File: config.mk
export PLATFORM = sky130hd
export DESIGN_NAME = bip_loader_flat
export DESIGN_NICKNAME = d
export VERILOG_FILES = /design/src/rtl/bip_loader_if.sv /design/src/rtl/bip_loader.sv /design/src/flat_wrapper.sv
export SDC_FILE = /design/constraint.sdc
export NUM_CORES = 1
export LEC_CHECK = 0
export BUFFER_PORTS_ARGS = -buffer_cell sky130_fd_sc_hd__buf_2
export CORE_MARGIN = 8
export CORE_UTILIZATION = 45
export CTS_BUF_LIST = sky130_fd_sc_hd__clkbuf_2 sky130_fd_sc_hd__clkbuf_4 sky130_fd_sc_hd__clkbuf_8
export DETAILED_ROUTE_END_ITERATION = 10
export PLACE_DENSITY = 0.67
export SLEW_MARGIN = 20
export SYNTH_ARGS = -nofsm -noshare
export SYNTH_HDL_FRONTEND = slang
export SYNTH_SLANG_ARGS = --single-unit
export TNS_END_PERCENT = 20
File: constraint.sdc
create_clock -name clk -period 1.9 [get_ports clk]
set_clock_uncertainty 0.1 [all_clocks]
set_input_delay 0.285 -clock clk [delete_from_list [all_inputs] [get_ports clk]]
set_output_delay 0.285 -clock clk [all_outputs]
set_load 0.02 [all_outputs]
File: src/rtl/bip_loader_if.sv
// Signal bundle between the BIP loader, the UART byte stream and the BIP top.
// master = loader side; slave = the UART/BIP environment it drives.
interface bip_loader_if #(
  parameter int DATA_LENGTH = 16,
  parameter int ADDR_LENGTH = 11
);
  logic [7:0]             rx_data;
  logic                   rx_valid;
  logic [7:0]             tx_data;
  logic                   tx_valid;
  logic                   tx_ready;
  logic                   WrPM;
  logic                   WrDM;
  logic                   RdDM;
  logic [ADDR_LENGTH-1:0] addrFromInterface;
  logic [DATA_LENGTH-1:0] dataFromInterface;
  logic [DATA_LENGTH-1:0] data_from_dm;
  logic                   reset_bip;
  logic                   busy;
  logic                   cmd_err;

  modport master (
    input  rx_data, rx_valid, tx_ready, data_from_dm,
    output tx_data, tx_valid, WrPM, WrDM, RdDM, addrFromInterface,
           dataFromInterface, reset_bip, busy, cmd_err
  );

  modport slave (
    output rx_data, rx_valid, tx_ready, data_from_dm,
    input  tx_data, tx_valid, WrPM, WrDM, RdDM, addrFromInterface,
           dataFromInterface, reset_bip, busy, cmd_err
  );
endinterface

File: src/rtl/bip_loader.sv
// BIP memory-load/debug initiator: parses UART command bytes into PM/DM write and
// DM read strobes, returns read data as two tx bytes, and gates the CPU reset.
module bip_loader #(
  parameter int DATA_LENGTH    = 16,
  parameter int ADDR_LENGTH    = 11,
  parameter int READ_LATENCY   = 1,
  parameter int TIMEOUT_CYCLES = 50000
) (
  input logic          clk,
  input logic          reset,
  bip_loader_if.master bus
);

  localparam int TW = $clog2(TIMEOUT_CYCLES + 1);

  typedef enum logic [3:0] {
    IDLE, ADDR_H, ADDR_L, DATA_H, DATA_L, WRITE, READ, WAIT, SEND_H, SEND_L
  } state_t;

  state_t                 state, state_nx;
  logic [1:0]             op;
  logic                   ignore;
  logic [ADDR_LENGTH-9:0] addr_hi;
  logic [7:0]             data_hi;
  logic [ADDR_LENGTH-1:0] addr;
  logic [DATA_LENGTH-1:0] data;
  logic [DATA_LENGTH-1:0] rd_data;
  logic [TW-1:0]          idle_cnt;
  logic [2:0]             wait_cnt;
  logic                   reset_bip;
  logic                   cmd_err;
  logic                   byte_state;
  logic                   timeout;
  logic                   wait_done;
  logic                   wr_pm, wr_dm, rd_dm, tx_valid, busy;
  logic [7:0]             tx_data;

  assign byte_state = state inside {ADDR_H, ADDR_L, DATA_H, DATA_L};
  assign timeout    = byte_state && !bus.rx_valid && (idle_cnt == TW'(TIMEOUT_CYCLES - 1));
  assign wait_done  = (wait_cnt == 3'(READ_LATENCY - 1));

  // NOTE: every variable assigned in this block gets a default first, so no path leaves it unassigned and no latch is inferred.
  always_comb begin
    state_nx = state;
    case (state)
      IDLE:    if (bus.rx_valid && bus.rx_data inside {8'h01, 8'h02, 8'h03}) state_nx = ADDR_H;
      ADDR_H:  if (bus.rx_valid) state_nx = ADDR_L;
      ADDR_L:  if (bus.rx_valid) begin
                 if (op != 2'd3)  state_nx = DATA_H;
                 else if (ignore) state_nx = IDLE;
                 else             state_nx = READ;
               end
      DATA_H:  if (bus.rx_valid) state_nx = DATA_L;
      DATA_L:  if (bus.rx_valid) state_nx = ignore ? IDLE : WRITE;
      WRITE:   state_nx = IDLE;
      READ:    state_nx = WAIT;
      WAIT:    if (wait_done) state_nx = SEND_H;
      SEND_H:  if (bus.tx_ready) state_nx = SEND_L;
      SEND_L:  if (bus.tx_ready) state_nx = IDLE;
      default: state_nx = IDLE;
    endcase
    if (timeout) state_nx = IDLE;
  end

  always_comb begin
    wr_pm    = 1'b0;
    wr_dm    = 1'b0;
    rd_dm    = 1'b0;
    tx_valid = 1'b0;
    tx_data  = 8'h00;
    busy     = (state != IDLE);
    case (state)
      WRITE:   begin
                 wr_pm = (op == 2'd1);
                 wr_dm = (op == 2'd2);
               end
      READ:    rd_dm = 1'b1;
      SEND_H:  begin
                 tx_valid = 1'b1;
                 tx_data  = rd_data[15:8];
               end
      SEND_L:  begin
                 tx_valid = 1'b1;
                 tx_data  = rd_data[7:0];
               end
      default: ;
    endcase
  end

  // NOTE: sequential state uses non-blocking assignments so every register samples pre-edge values.
  always_ff @(posedge clk) begin
    if (!reset) begin
      state     <= IDLE;
      op        <= '0;
      ignore    <= 1'b0;
      addr_hi   <= '0;
      data_hi   <= '0;
      addr      <= '0;
      data      <= '0;
      rd_data   <= '0;
      idle_cnt  <= '0;
      wait_cnt  <= '0;
      reset_bip <= 1'b0;
      cmd_err   <= 1'b0;
    end else begin
      state <= state_nx;

      if (bus.rx_valid || !byte_state) idle_cnt <= '0;
      else                             idle_cnt <= idle_cnt + 1'b1;

      case (state)
        IDLE: if (bus.rx_valid) begin
          case (bus.rx_data)
            8'h01, 8'h02, 8'h03: begin
              op     <= bus.rx_data[1:0];
              // Loading while the CPU runs is consumed byte-for-byte but never reaches memory.
              ignore <= reset_bip;
              if (reset_bip) cmd_err <= 1'b1;
            end
            8'h04:   reset_bip <= 1'b1;
            8'h05:   reset_bip <= 1'b0;
            default: cmd_err   <= 1'b1;
          endcase
        end
        ADDR_H: if (bus.rx_valid) addr_hi <= bus.rx_data[ADDR_LENGTH-9:0];
        ADDR_L: if (bus.rx_valid && !ignore) addr <= {addr_hi, bus.rx_data};
        DATA_H: if (bus.rx_valid) data_hi <= bus.rx_data;
        DATA_L: if (bus.rx_valid && !ignore) data <= {data_hi, bus.rx_data};
        READ:   wait_cnt <= '0;
        WAIT: begin
          wait_cnt <= wait_cnt + 1'b1;
          if (wait_done) rd_data <= bus.data_from_dm;
        end
        default: ;
      endcase

      // Bytes arriving while a strobe or read transfer is in flight are dropped and flagged.
      if (bus.rx_valid && state inside {WRITE, READ, WAIT, SEND_H, SEND_L}) cmd_err <= 1'b1;
      if (timeout) cmd_err <= 1'b1;
    end
  end

  assign bus.WrPM              = wr_pm;
  assign bus.WrDM              = wr_dm;
  assign bus.RdDM              = rd_dm;
  assign bus.tx_valid          = tx_valid;
  assign bus.tx_data           = tx_data;
  assign bus.busy              = busy;
  assign bus.addrFromInterface = addr;
  assign bus.dataFromInterface = data;
  assign bus.reset_bip         = reset_bip;
  assign bus.cmd_err           = cmd_err;

endmodule

File: src/flat_wrapper.sv
// flat-port wrapper written by rule: the top's interface ports become plain ports
module bip_loader_flat 
#(
  parameter int DATA_LENGTH    = 16,
  parameter int ADDR_LENGTH    = 11,
  parameter int READ_LATENCY   = 1,
  parameter int TIMEOUT_CYCLES = 50000
)
  (clk, reset, bus_rx_data, bus_rx_valid, bus_tx_ready, bus_data_from_dm, bus_tx_data, bus_tx_valid, bus_WrPM, bus_WrDM, bus_RdDM, bus_addrFromInterface, bus_dataFromInterface, bus_reset_bip, bus_busy, bus_cmd_err);
  bip_loader_if #(.DATA_LENGTH(DATA_LENGTH), .ADDR_LENGTH(ADDR_LENGTH)) bus_i ();
  input logic clk;
  input logic reset;
  input wire logic [$bits(bus_i.rx_data)-1:0] bus_rx_data;
  input wire logic [$bits(bus_i.rx_valid)-1:0] bus_rx_valid;
  input wire logic [$bits(bus_i.tx_ready)-1:0] bus_tx_ready;
  input wire logic [$bits(bus_i.data_from_dm)-1:0] bus_data_from_dm;
  output wire logic [$bits(bus_i.tx_data)-1:0] bus_tx_data;
  output wire logic [$bits(bus_i.tx_valid)-1:0] bus_tx_valid;
  output wire logic [$bits(bus_i.WrPM)-1:0] bus_WrPM;
  output wire logic [$bits(bus_i.WrDM)-1:0] bus_WrDM;
  output wire logic [$bits(bus_i.RdDM)-1:0] bus_RdDM;
  output wire logic [$bits(bus_i.addrFromInterface)-1:0] bus_addrFromInterface;
  output wire logic [$bits(bus_i.dataFromInterface)-1:0] bus_dataFromInterface;
  output wire logic [$bits(bus_i.reset_bip)-1:0] bus_reset_bip;
  output wire logic [$bits(bus_i.busy)-1:0] bus_busy;
  output wire logic [$bits(bus_i.cmd_err)-1:0] bus_cmd_err;
  assign bus_i.rx_data = bus_rx_data;
  assign bus_i.rx_valid = bus_rx_valid;
  assign bus_i.tx_ready = bus_tx_ready;
  assign bus_i.data_from_dm = bus_data_from_dm;
  assign bus_tx_data = bus_i.tx_data;
  assign bus_tx_valid = bus_i.tx_valid;
  assign bus_WrPM = bus_i.WrPM;
  assign bus_WrDM = bus_i.WrDM;
  assign bus_RdDM = bus_i.RdDM;
  assign bus_addrFromInterface = bus_i.addrFromInterface;
  assign bus_dataFromInterface = bus_i.dataFromInterface;
  assign bus_reset_bip = bus_i.reset_bip;
  assign bus_busy = bus_i.busy;
  assign bus_cmd_err = bus_i.cmd_err;
  bip_loader #(.DATA_LENGTH(DATA_LENGTH), .ADDR_LENGTH(ADDR_LENGTH), .READ_LATENCY(READ_LATENCY), .TIMEOUT_CYCLES(TIMEOUT_CYCLES)) u_core (.clk(clk), .reset(reset), .bus(bus_i));
endmodule
Word level (Yosys, flattened, before mapping)
Index checks and enable logic that the tools add are counted.
{"block": "classes", "addsub": 2, "eq_ne": 28, "n_mux": 25, "n_bitwise": 1, "reduce_logical": 33}
{"cell": "two-way mux 4 bit", "n": 9}
{"cell": "case mux 4 bit (9 select lines)", "n": 1}
{"cell": "adder 16 x 1 -> 16 bit (second input constant)", "n": 1}
{"cell": "== test 16 bit (second input constant)", "n": 1}
{"cell": "== test 4 x 3 -> 1 bit (second input constant)", "n": 4}
{"cell": "== test 8 x 2 -> 1 bit (second input constant)", "n": 2}
{"cell": "== test 8 x 3 -> 1 bit (second input constant)", "n": 2}
{"cell": "case mux 8 bit (2 select lines)", "n": 1}
{"cell": "!= test 2 bit (second input constant)", "n": 7}
{"cell": "AND reduction 2 bit", "n": 5}
{"cell": "two-way mux 1 bit", "n": 9}
{"cell": "nonzero test 3 bit", "n": 3}
{"cell": "== test 4 x 2 -> 1 bit (second input constant)", "n": 2}
{"cell": "== test 4 bit (second input constant)", "n": 2}
{"cell": "== test 8 x 1 -> 1 bit (second input constant)", "n": 1}
{"cell": "AND reduction 8 bit", "n": 1}
{"cell": "nonzero test 4 bit", "n": 2}
{"cell": "OR reduction 2 bit", "n": 4}
{"cell": "two-way mux 3 bit", "n": 2}
{"cell": "case mux 3 bit (2 select lines)", "n": 1}
{"cell": "AND reduction 3 bit", "n": 2}
{"cell": "logical AND 1 bit", "n": 5}
{"cell": "nonzero test 5 bit", "n": 1}
{"cell": "== test 4 x 1 -> 1 bit (second input constant)", "n": 1}
{"cell": "other kinds (15)", "n": 20}
{"block": "word_totals", "ff_bits": 82, "in_bits": 28, "out_inout_bits": 42, "word_cells": 101}

Logic depth before layout (Yosys ltp)
Gate-level depths: netlist of run 1.
{"block": "depth", "ltp_word": 7, "mapped_depth": 8, "ltp_nobuf": 7}

Worst setup path after synthesis of run 1
Ideal clock, no wire load.
{"block": "synth_path", "path_kind": "reg-to-output", "startpoint": "reg u_core.state[2]", "endpoint": "out bus_WrPM", "arrival_ns": 1.548, "t_required_ns": 1.515, "slack_ns": -0.033, "path_stages_with_launch": 5, "n_path_buf": 1, "path_cell_list": "dfxtp_1 > nor2b_1 > clkbuf_2 > nand2_1 > nor4b_1"}
{"block": "synth_via", "elab_chain_len": 2}
{"item": "start: declaration", "line_no": "bip_loader.sv:20", "source": "state_t state, state_nx;"}
{"item": "start signal: assignment", "line_no": "bip_loader.sv:106", "source": "state <= state_nx;"}
{"item": "== test 4 x 3 -> 1 bit", "line_no": "bip_loader.sv:72", "source": "case (state)"}
{"item": "two-way mux 1 bit", "line_no": "bip_loader.sv:72"}
{"item": "end: declaration", "line_no": "flat_wrapper.sv:19", "source": "output wire logic [$bits(bus_i.WrPM)-1:0] bus_WrPM;"}
No other way between the ends.

Worst setup path in the final report of run 1
{"block": "layout_path", "startpoint": "reg u_core.state[3]", "endpoint": "out bus_tx_data[6]"}
{"block": "layout_via", "elab_chain_len": 2, "word_cells_on_any_way": 3, "cone_classes": "eq/ne (2); mux (1)"}
{"item": "== test 4 bit", "line_no": "bip_loader.sv:72"}
{"item": "case mux 8 bit (2 select lines) *", "line_no": "bip_loader.sv:72"}
{"item": "end: declaration", "line_no": "flat_wrapper.sv:17", "source": "output wire logic [$bits(bus_i.tx_data)-1:0] bus_tx_data;"}
Every way passes the cells marked *; elsewhere a longest branch is shown, timed or not.

==> results of run 1 <==
## flip-flops by register name (all words and copies together) (netlist names)
register / count
u_core.op: 2
u_core.ignore: 1
u_core.bus.dataFromInterface: 16
u_core.idle_cnt: 16
u_core.state: 4
u_core.bus.reset_bip: 1
u_core.addr_hi: 3
u_core.bus.cmd_err: 1
u_core.wait_cnt: 3
u_core.rd_data: 16
u_core.data_hi: 8
u_core.bus.addrFromInterface: 11
## stage by stage
stage	util	hold WS [ns]	cell area (µm²)	total power, mW
floorplan	-	0.318	3620	2.23
global placement	0.544	0.333	4220	2.50
detailed placement	0.544	0.355	4220	2.52
CTS	0.587	0.0653	4560	4.10
global route	0.593	0.0618	4610	4.30
finish	0.593	0.0804	4610	4.12
## area by class of cell
cell class,instances,area share
Multi-Input combinational cell,304,0.418
Sequential cell,82,0.358
Timing Repair Buffer,98,0.134
Clock buffer,12,0.0345
Tap cell,102,0.0277
Clock inverter,4,0.0212
Inverter,8,0.00651
## path summary, 6_finish.rpt
check	startpoint	endpoint	slack [ns]
worst max register to register	u_core.state[3]	u_core.state[2]	0.07
worst max-delay path	u_core.state[3]	bus_tx_data[6]	0.02
worst min register to register	u_core.bus.dataFromInterface[7]	u_core.bus.dataFromInterface[7]	0.36
worst min-delay path	bus_data_from_dm[1]	u_core.rd_data[1]	0.08
## repair_timing
action	CTS	global route
setup endpoints to repair	15	16
setup buffers	1	0
resized for setup	23	15
hold buffers	0	0
pin swaps	1	1
## worst max-delay path, delay by kind of cell (launching register included)
family / cells / cell delay [ns]
AND/OR/NAND/NOR: 2 / 0.63
flip-flops: 1 / 0.37
buffers and inverters: 1 / 0.15
## power groups by stage
stage	clock [mW]	combinational [mW]	sequential [mW]
2_1_floorplan	0	0.398	1.83
3_3_place_gp	0	0.686	1.82
3_5_place_dp	0	0.698	1.82
4_1_cts	1.60	0.717	1.78
5_1_grt	1.68	0.833	1.78
6_report	1.57	0.774	1.78
## placed cells by master, fill, tap and decap left out, types with 2 or more instances in the layout
cell type   n
dfxtp_1    79
nand2_1    78
buf_2      59
buf_4      36
mux2i_1    34
nor2_1     33
a21boi_0   33
nor2b_1    28
clkbuf_8   11
nand3_1    10
xor2_1      9
inv_1       8
o21ai_0     8
a21oi_1     8
nor2_2      7
nand4_1     7
nor3_1      6
xnor2_1     5
and3_1      4
nand2b_1    4
ha_1        3
bufinv_16   3
nor4b_4     2
nand4b_1    2
or4_4       2
a31oi_1     2
nor4b_1     2
and2_1      2
buf_12      2
dfxtp_4     2
## routing by layer
metal	wire length (µm)	vias to the layer above	track usage
met5	0	-	0
met4	76	0	0.0412
met3	406	7	0.0499
met2	4100	59	0.261
met1	3950	1452	0.190
li1	-	1565	-
## kinds of logic after synthesis
family,after synthesis,synth area share
flip-flops,82,0.455
buffers and inverters,29,0.0350
AO/OA/AOI/OAI,54,0.102
adder cells (fa/ha/maj),3,0.0104
AND/OR/NAND/NOR,198,0.267
XOR/XNOR,14,0.0340
multiplexers,35,0.0971
==> reports/results.ini, run 1 <==
[status]
status=complete, no violations

[cells_and_area]
fin_cells=610
multi_input_area_mm2=0.00193
fill_cells=731
regArea_mm2=0.00165
n_antenna_cell=0
syn_to_final_growth_pct=27.7
final_layout_size_suffix_gt1_frac=0.268
fin_nets=534

[synthesis]
yosys_register_bits=82
syn_inst=415
yosysMostFrequentCell=dfxtp_1
synth.cell_area_mm2=0.00361
synth_edf_count=0
synth.yosys.seq_area_share=0.455
synth_top_area_cell=dfxtp_1
yosys-top-cells-area=dfxtp_1 (45%), mux2i_1 (9.7%), nand2_1 (8.2%)
async_flop_share=0
synthFlopType=dfxtp_1
avgSynthCellArea_um2=8.70
synth_common_cells=dfxtp_1 (82), nand2_1 (79), nor2_1 (38), mux2i_1 (35), a21boi_0 (33)
synth_top_area_frac=0.455
synth_warnings=0
syn-num-nets=446
yosysUniqueCellTypes=37

[power]
power.density_mw_per_mm2=894
switching_share=0.253
clkPwrFrac=0.380
p_switching_mw=1.04
power_frac_seq=0.432
leakage_nw=1.82
power.internal_mw=3.08
combPwrFrac=0.188
ir_drop_mv=0.436

[worst_setup_path]
critPathMaxStageDelay_ns=0.48
criticalPathCategory=flop to output pin
critPathRequiredTime_ns=1.51
crit_path_end_kind=output pin
cp_slowest_cell=or3b_4
critPathLaunchType=flop
crit_fanout=12
crit_chain=or3b_4, nor2_1, buf_4
reg2regPathDepth=6
arrival_ns=1.49

[min_path]
min_path_cells=3
hold_class=input port to flop

[die]
core_area_mm2=0.00777
die_h_um=106
initial_core_util=0.465
io_pins=70
die_w_um=106
fp.dieArea_mm2=0.0111
rows=32

[global_routing]
grt_pass1_vias=3147
grt_pass1_wl_mm=14.6
grt_antenna_before_repair=0
grt_max_degree=38
grt-ovfl-total=0
track_usage=0.156

[timing]
hold_violations=0
timing.fmax_ghz=0.532
drv_slew=0
layout_setup_ws_ns=0.0209
rsz0062_at_grt=yes
slew_headroom=0.657
worst_pin_slew_ns=0.515
setup_tns_ns=0
setup_violations=0
finalCritPeriodShare=0.989
fin_crit_ns=1.88

[drt]
post-route-drc-count=0
drt_first_pass_iters=6
drtIter0Drc=118
routed_wirelength_mm=8.53
vias=3083
ant_nets=0
viasPerCell=5.05
routedWlPerCell_um=14.0

[clock_tree]
cts_tree=yes
clockBufferDepth=2
cts_buffers=9
cts_max_level=3
clock_latency_ns=0.35
clock_sinks=82
root_buffer=clkbuf_8
clk_pin_slew_ns=0.08

[placed_design]
gp_congestion=0.825
dp.cells=594
place_ws_ns=-0.0512
dp_hpwl_mm=6.15
numPortBuffers=69

[run]
max-cap-violations=0

(Power assumes the default switching activity.)
==> run 2: changes to the inputs <==
--- a/config.mk
+++ b/config.mk
@@ -7,10 +7,10 @@
 export LEC_CHECK = 0
 export BUFFER_PORTS_ARGS = -buffer_cell sky130_fd_sc_hd__buf_2
 export CORE_MARGIN = 8
-export CORE_UTILIZATION = 45
+export CORE_UTILIZATION = 57
 export CTS_BUF_LIST = sky130_fd_sc_hd__clkbuf_2 sky130_fd_sc_hd__clkbuf_4 sky130_fd_sc_hd__clkbuf_8
 export DETAILED_ROUTE_END_ITERATION = 10
-export PLACE_DENSITY = 0.67
+export PLACE_DENSITY = 0.82
 export SLEW_MARGIN = 20
 export SYNTH_ARGS = -nofsm -noshare
 export SYNTH_HDL_FRONTEND = slang
==> run 2 against run 1 <==
Net effect:
- the run now ends with negative setup slack left
- sequential share of layout area fell by 1.8 points
- final area rose by 5.2%
- count of clock-buffer cells in the layout fell by 2
- core utilization rose by 18 points
- via count rose by 6.2%
- sequential cell count did not move
- critical path depth rose by 2
- clock power fell by 9.6%
- critical path type unchanged
- largest cell class unchanged
- largest power group unchanged
==> reports/results.ini, run 2 (synthesis results as in run 1) <==
[cells_and_area]
n_antenna_cell=0  ; unchanged
fill_cells=398  ; -46%
multi_input_area_mm2=0.00207  ; +7.5%
fin_area_mm2=0.00485  ; +5.2%
regArea_mm2=0.00165  ; about the same
fin_nets=545  ; +2.1%
final_layout_size_suffix_gt1_frac=0.308  ; +0.0406
syn_to_final_growth_pct=34.4
final_cell_mix=nand2_1 (78), dfxtp_1 (78), buf_2 (57)

[timing]
fin_crit_ns=1.97  ; +0.0875 ns
drv_slew=0  ; unchanged
setup_violations=9  ; +9
layout_setup_ws_ns=-0.0667  ; -0.0875 ns
finalCritPeriodShare=1.04  ; +0.0461
hold_violations=0  ; unchanged
timing.fmax_ghz=0.508  ; -4.5%
rsz0062_at_grt=yes
worst_pin_slew_ns=0.549  ; +0.0337 ns
slew_headroom=0.634  ; -0.0225

[global_routing]
grt_antenna_before_repair=0  ; unchanged
grt_max_degree=35  ; -7.9%
track_usage=0.209  ; +0.0521
grt-ovfl-total=0  ; unchanged
grt_pass1_wl_mm=15.0  ; +2.5%
grt_pass1_vias=3193  ; +1.5%

[drt]
drtIter0Drc=208  ; +76%
post-route-drc-count=0  ; unchanged
drt_first_pass_iters=5  ; -1
routedWlPerCell_um=16.5  ; +18%
viasPerCell=5.49  ; +8.7%
vias=3273  ; +6.2%
routed_wirelength_mm=9.83  ; +15%
ant_nets=0  ; unchanged

[worst_setup_path]
crit_path_end_kind=output pin
critPathLaunchType=flop
r2r_end=u_core.state[0]
r2r_setup_slack_ns=0.06  ; about the same
r2r_start=u_core.state[2]
criticalPathCategory=flop to output pin
arrival_ns=1.58  ; +0.09 ns
crit_fanout=7  ; -5
critPathRequiredTime_ns=1.51  ; about the same
reg2regPathDepth=7  ; +1

[min_path]
hold_end=u_core.rd_data[2]
min_from=bus_data_from_dm[2]
hold_class=input port to flop
min_path_cells=3  ; unchanged

[die]
core_area_mm2=0.00624  ; -20%
rows=29  ; -9.4%
fp.dieArea_mm2=0.00914  ; -18%
initial_core_util=0.578  ; +0.114
die_h_um=95.6  ; -9.5%
die_w_um=95.6  ; -9.5%
io_pins=70  ; unchanged

[power]
ir_drop_mv=0.617  ; +41%
p_total_mw=4.20  ; +1.8%
leakage_nw=1.90  ; +4.7%
power.density_mw_per_mm2=865  ; -3.2%

[clock_tree]
cts_max_level=3  ; unchanged
cts_tree=yes
postCtsHoldBufs=0  ; unchanged
clockBufferDepth=2  ; unchanged
clk_pin_slew_ns=0.08  ; about the same
cts_buffers=9  ; unchanged
clock_latency_ns=0.36  ; about the same
clock_sinks=82  ; unchanged
root_buffer=clkbuf_8

[status]
violations=negative setup slack
status=finished, violations left

[placed_design]
placed_area_mm2=0.00421  ; -0.21%
numPortBuffers=69  ; unchanged
dp_hpwl_mm=6.20  ; +0.79%
gp_congestion=0.844  ; +2.3%

[run]
max-cap-violations=0  ; unchanged

==> run 2: worst max path at each step <==
stage                               start              endpoint  slack (ns)  cells after the start
after global placement     bus_rx_data[3]       u_core.state[1]      -0.002                      6
after global routing      u_core.state[2]        bus_tx_data[7]        -0.1                      5
after CTS                 u_core.state[2]        bus_tx_data[3]       -0.09                      5
final                     u_core.state[2]        bus_tx_data[6]       -0.07                      5
after detailed placement   bus_rx_data[3]  u_core.bus.reset_bip       -0.03                      5
after floorplan           u_core.state[2]              bus_WrDM       -0.01                      4
==> run 2: area by class of cell <==
type	instances	area share
Clock buffer	10	0.0284
Clock inverter	6	0.0186
Inverter	8	0.00619
Multi-Input combinational cell	304	0.427
Sequential cell	82	0.340
Tap cell	77	0.0199
Timing Repair Buffer	109	0.160
==> run 2: what timing repair did <==
item,in CTS,in global routing
buffers inserted,2,5
pin swaps,12,3
gates resized for setup,60,23
cloned,0,1
endpoints found under the setup margin,14,18
==> run 2: critical path, stage by stage, from the launching register on <==
cell	delay, ns
dfxtp_2	0.33
buf_6	0.12
or3b_4	0.40
buf_12	0.17
nor2_4	0.08
buf_6	0.12
==> run 2: metal layers <==
metal	global-route usage	routed length, µm	vias to the layer above
met4	0.0948	245	0
met3	0.0472	599	24
met2	0.353	5000	118
met5	0	0	-
li1	-	-	1589
met1	0.246	3990	1542
==> run 2: metrics by stage <==
stage | cells | util | setup slack [ns] | hold slack, ns | TNS, ns
after floorplan | 415 | - | -0.0137 | 0.318 | -0.0137
after global placement | 572 | 0.675 | -0.00244 | 0.333 | -0.00347
after detailed placement | 572 | 0.675 | -0.0300 | 0.355 | -0.0621
after CTS | 590 | 0.749 | -0.0892 | 0.0596 | -0.636
after global routing | 596 | 0.777 | -0.0957 | 0.0707 | -0.837
final | 596 | 0.777 | -0.0667 | 0.0649 | -0.502
==> run 2: where the power goes <==
group          internal (mW)  leakage, nW  switching [mW]  total, mW
Clock                  0.777        0.112           0.643       1.42
Sequential              1.76        0.663          0.0299       1.79
Combinational          0.484         1.13           0.507      0.991
==> run 3: changes to the inputs <==
--- a/config.mk
+++ b/config.mk
@@ -7,10 +7,10 @@
 export LEC_CHECK = 0
 export BUFFER_PORTS_ARGS = -buffer_cell sky130_fd_sc_hd__buf_2
 export CORE_MARGIN = 8
-export CORE_UTILIZATION = 57
+export CORE_UTILIZATION = 48
 export CTS_BUF_LIST = sky130_fd_sc_hd__clkbuf_2 sky130_fd_sc_hd__clkbuf_4 sky130_fd_sc_hd__clkbuf_8
 export DETAILED_ROUTE_END_ITERATION = 10
-export PLACE_DENSITY = 0.82
+export PLACE_DENSITY = 0.71
 export SLEW_MARGIN = 20
 export SYNTH_ARGS = -nofsm -noshare
 export SYNTH_HDL_FRONTEND = slang
==> run 3 against run 2 <==
Net effect:
- the flow now finishes without violations
- global-route usage decreased by 4.5 points
- worst hold slack improved by 0.0059 ns
- die area grew 15%
- power fell by 2.9%
- worst setup slack improved by 0.11 ns
- critical path depth is 2 lower
- first-iteration DRC count shrank 62%
- register-to-register slack gained 0.02 ns
- final area down 5.4%
- count of clock-buffer cells in the layout increased by 2
- sequential power barely moved
- clock power rose by 9.9%
- critical path type unchanged
==> reports/results.ini, run 3 (synthesis results as in run 1) <==
[status]
status=complete, no violations

[cells_and_area]
n_antenna_cell=0  ; unchanged
fin_nets=535  ; -1.8%
final_layout_size_suffix_gt1_frac=0.265  ; -0.0431
fin_util=0.633  ; -0.145
final_cell_mix=dfxtp_1 (79), nand2_1 (78), buf_2 (58)
syn_to_final_growth_pct=27.1
final_common_cell=dfxtp_1

[worst_setup_path]
arrival_ns=1.47  ; -0.11 ns
critPathRequiredTime_ns=1.51  ; about the same
crit_fanout=8  ; +1
criticalPathCategory=flop to output pin
crit_path_end_kind=output pin
critPathLaunchType=flop

[clock_tree]
clock_latency_ns=0.36  ; about the same
postCtsHoldBufs=0  ; unchanged
clock_sinks=82  ; unchanged
cts_buffers=9  ; unchanged
cts_max_level=3  ; unchanged
root_buffer=clkbuf_8
clk_pin_slew_ns=0.09  ; about the same
cts_tree=yes
clockBufferDepth=2  ; unchanged

[die]
rows=31  ; +6.9%
die_h_um=103  ; +7.5%
fp.dieArea_mm2=0.0106  ; +15%
core_area_mm2=0.00725  ; +16%
initial_core_util=0.498  ; -0.0807
io_pins=70  ; unchanged
die_w_um=103  ; +7.5%

[run]
max-cap-violations=0  ; unchanged

[drt]
routed_wirelength_mm=8.43  ; -14%
post-route-drc-count=0  ; unchanged
routedWlPerCell_um=13.9  ; -16%
viasPerCell=5.07  ; -7.7%
ant_nets=0  ; unchanged
drt_first_pass_iters=4  ; -1
drtIter0Drc=80  ; -62%
vias=3081  ; -5.9%

[timing]
fin_crit_ns=1.85  ; -0.113 ns
rsz0062_at_grt=yes
worst_pin_slew_ns=0.479  ; -0.0696 ns
setup_violations=0  ; -9
finalCritPeriodShare=0.976  ; -0.0592
hold_violations=0  ; unchanged
slew_headroom=0.678  ; +0.0439
setup_tns_ns=0  ; +0.502 ns
timing.fmax_ghz=0.539  ; +6.1%
drv_slew=0  ; unchanged

[power]
power.density_mw_per_mm2=888  ; +2.6%
leakage_nw=1.82  ; -4.2%
ir_drop_mv=0.385  ; -38%

[global_routing]
grt_pass1_wl_mm=13.7  ; -8.3%
grt_pass1_vias=2900  ; -9.2%
grt-ovfl-total=0  ; unchanged
grt_antenna_before_repair=0  ; unchanged
track_usage=0.163  ; -0.0451
grt_max_degree=35  ; unchanged

[min_path]
hold_class=input port to flop

[placed_design]
gp_congestion=0.880  ; +4.2%
numPortBuffers=69  ; unchanged
dp_hpwl_mm=5.95  ; -4.0%

## run 3: changes by cell type in the layout (fill, tap and decap cells not counted), moves of 3 or more
cell,delta
buf_6,-9
mux2i_4,-7
nor2_1,+7
nor2_4,-7
mux2i_1,+6
dfxtp_2,-3
## run 3: area by class of cell
| type | instances | area [µm²] |
|---|---|---|
| fillers | 640 | 2660 |
| multi-input cells | 305 | 1920 |
| flip-flops and latches | 82 | 1650 |
| repair buffers | 98 | 614 |
| clock buffers | 12 | 153 |
| well taps | 99 | 124 |
| clock inverters | 4 | 98.8 |
| inverters | 8 | 30.0 |
## run 3: report_power, final
| part | total, mW | leakage (nW) | switching, mW | internal (mW) |
|---|---|---|---|---|
| clock | 1.56 | 0.128 | 0.622 | 0.942 |
| combinational | 0.727 | 1.03 | 0.387 | 0.341 |
| sequential | 1.78 | 0.663 | 0.0330 | 1.75 |
## run 3: what timing repair did
item | CTS | global route
endpoints found under the setup margin | 15 | 15
buffers inserted | 1 | 1
pin swaps | 0 | 2
cloned | 0 | 1
resized for setup | 22 | 15
## run 3: path summary, 6_finish.rpt
kind	cells after the start	start	end	slack (ns)
max	3	u_core.state[2]	bus_tx_data[0]	0.05
max reg2reg	6	u_core.state[3]	u_core.state[0]	0.08
min reg2reg	1	u_core.idle_cnt[0]	u_core.idle_cnt[0]	0.36
min	3	bus_data_from_dm[15]	u_core.rd_data[15]	0.07
## run 3: layer usage
metal / GRT usage / share of wire / routed length (µm)
met1: 0.207 / 0.45 / 3820
met2: 0.258 / 0.47 / 3930
met3: 0.0473 / 0.070 / 587
met4: 0.0587 / 0.011 / 96
met5: 0 / 0 / 0
## run 3: critical path, stage by stage, from the launching register on
cell and delay, ns:
dfxtp_4 0.38, or3b_4 0.46, nor2_1 0.13, buf_4 0.15
## run 3: through the flow
step	worst slack (ns)	total power, mW	instance area, µm²	instances	hold slack [ns]
4_1_cts	-0.0174	4.07	4530	607	0.0674
2_1_floorplan	-0.0137	2.23	3620	415	0.318
3_3_place_gp	-0.00279	2.50	4210	590	0.331
6_report	0.0458	4.08	4590	608	0.0709
5_1_grt	-0.0115	4.25	4590	608	0.0653
3_5_place_dp	-0.0262	2.51	4210	590	0.345
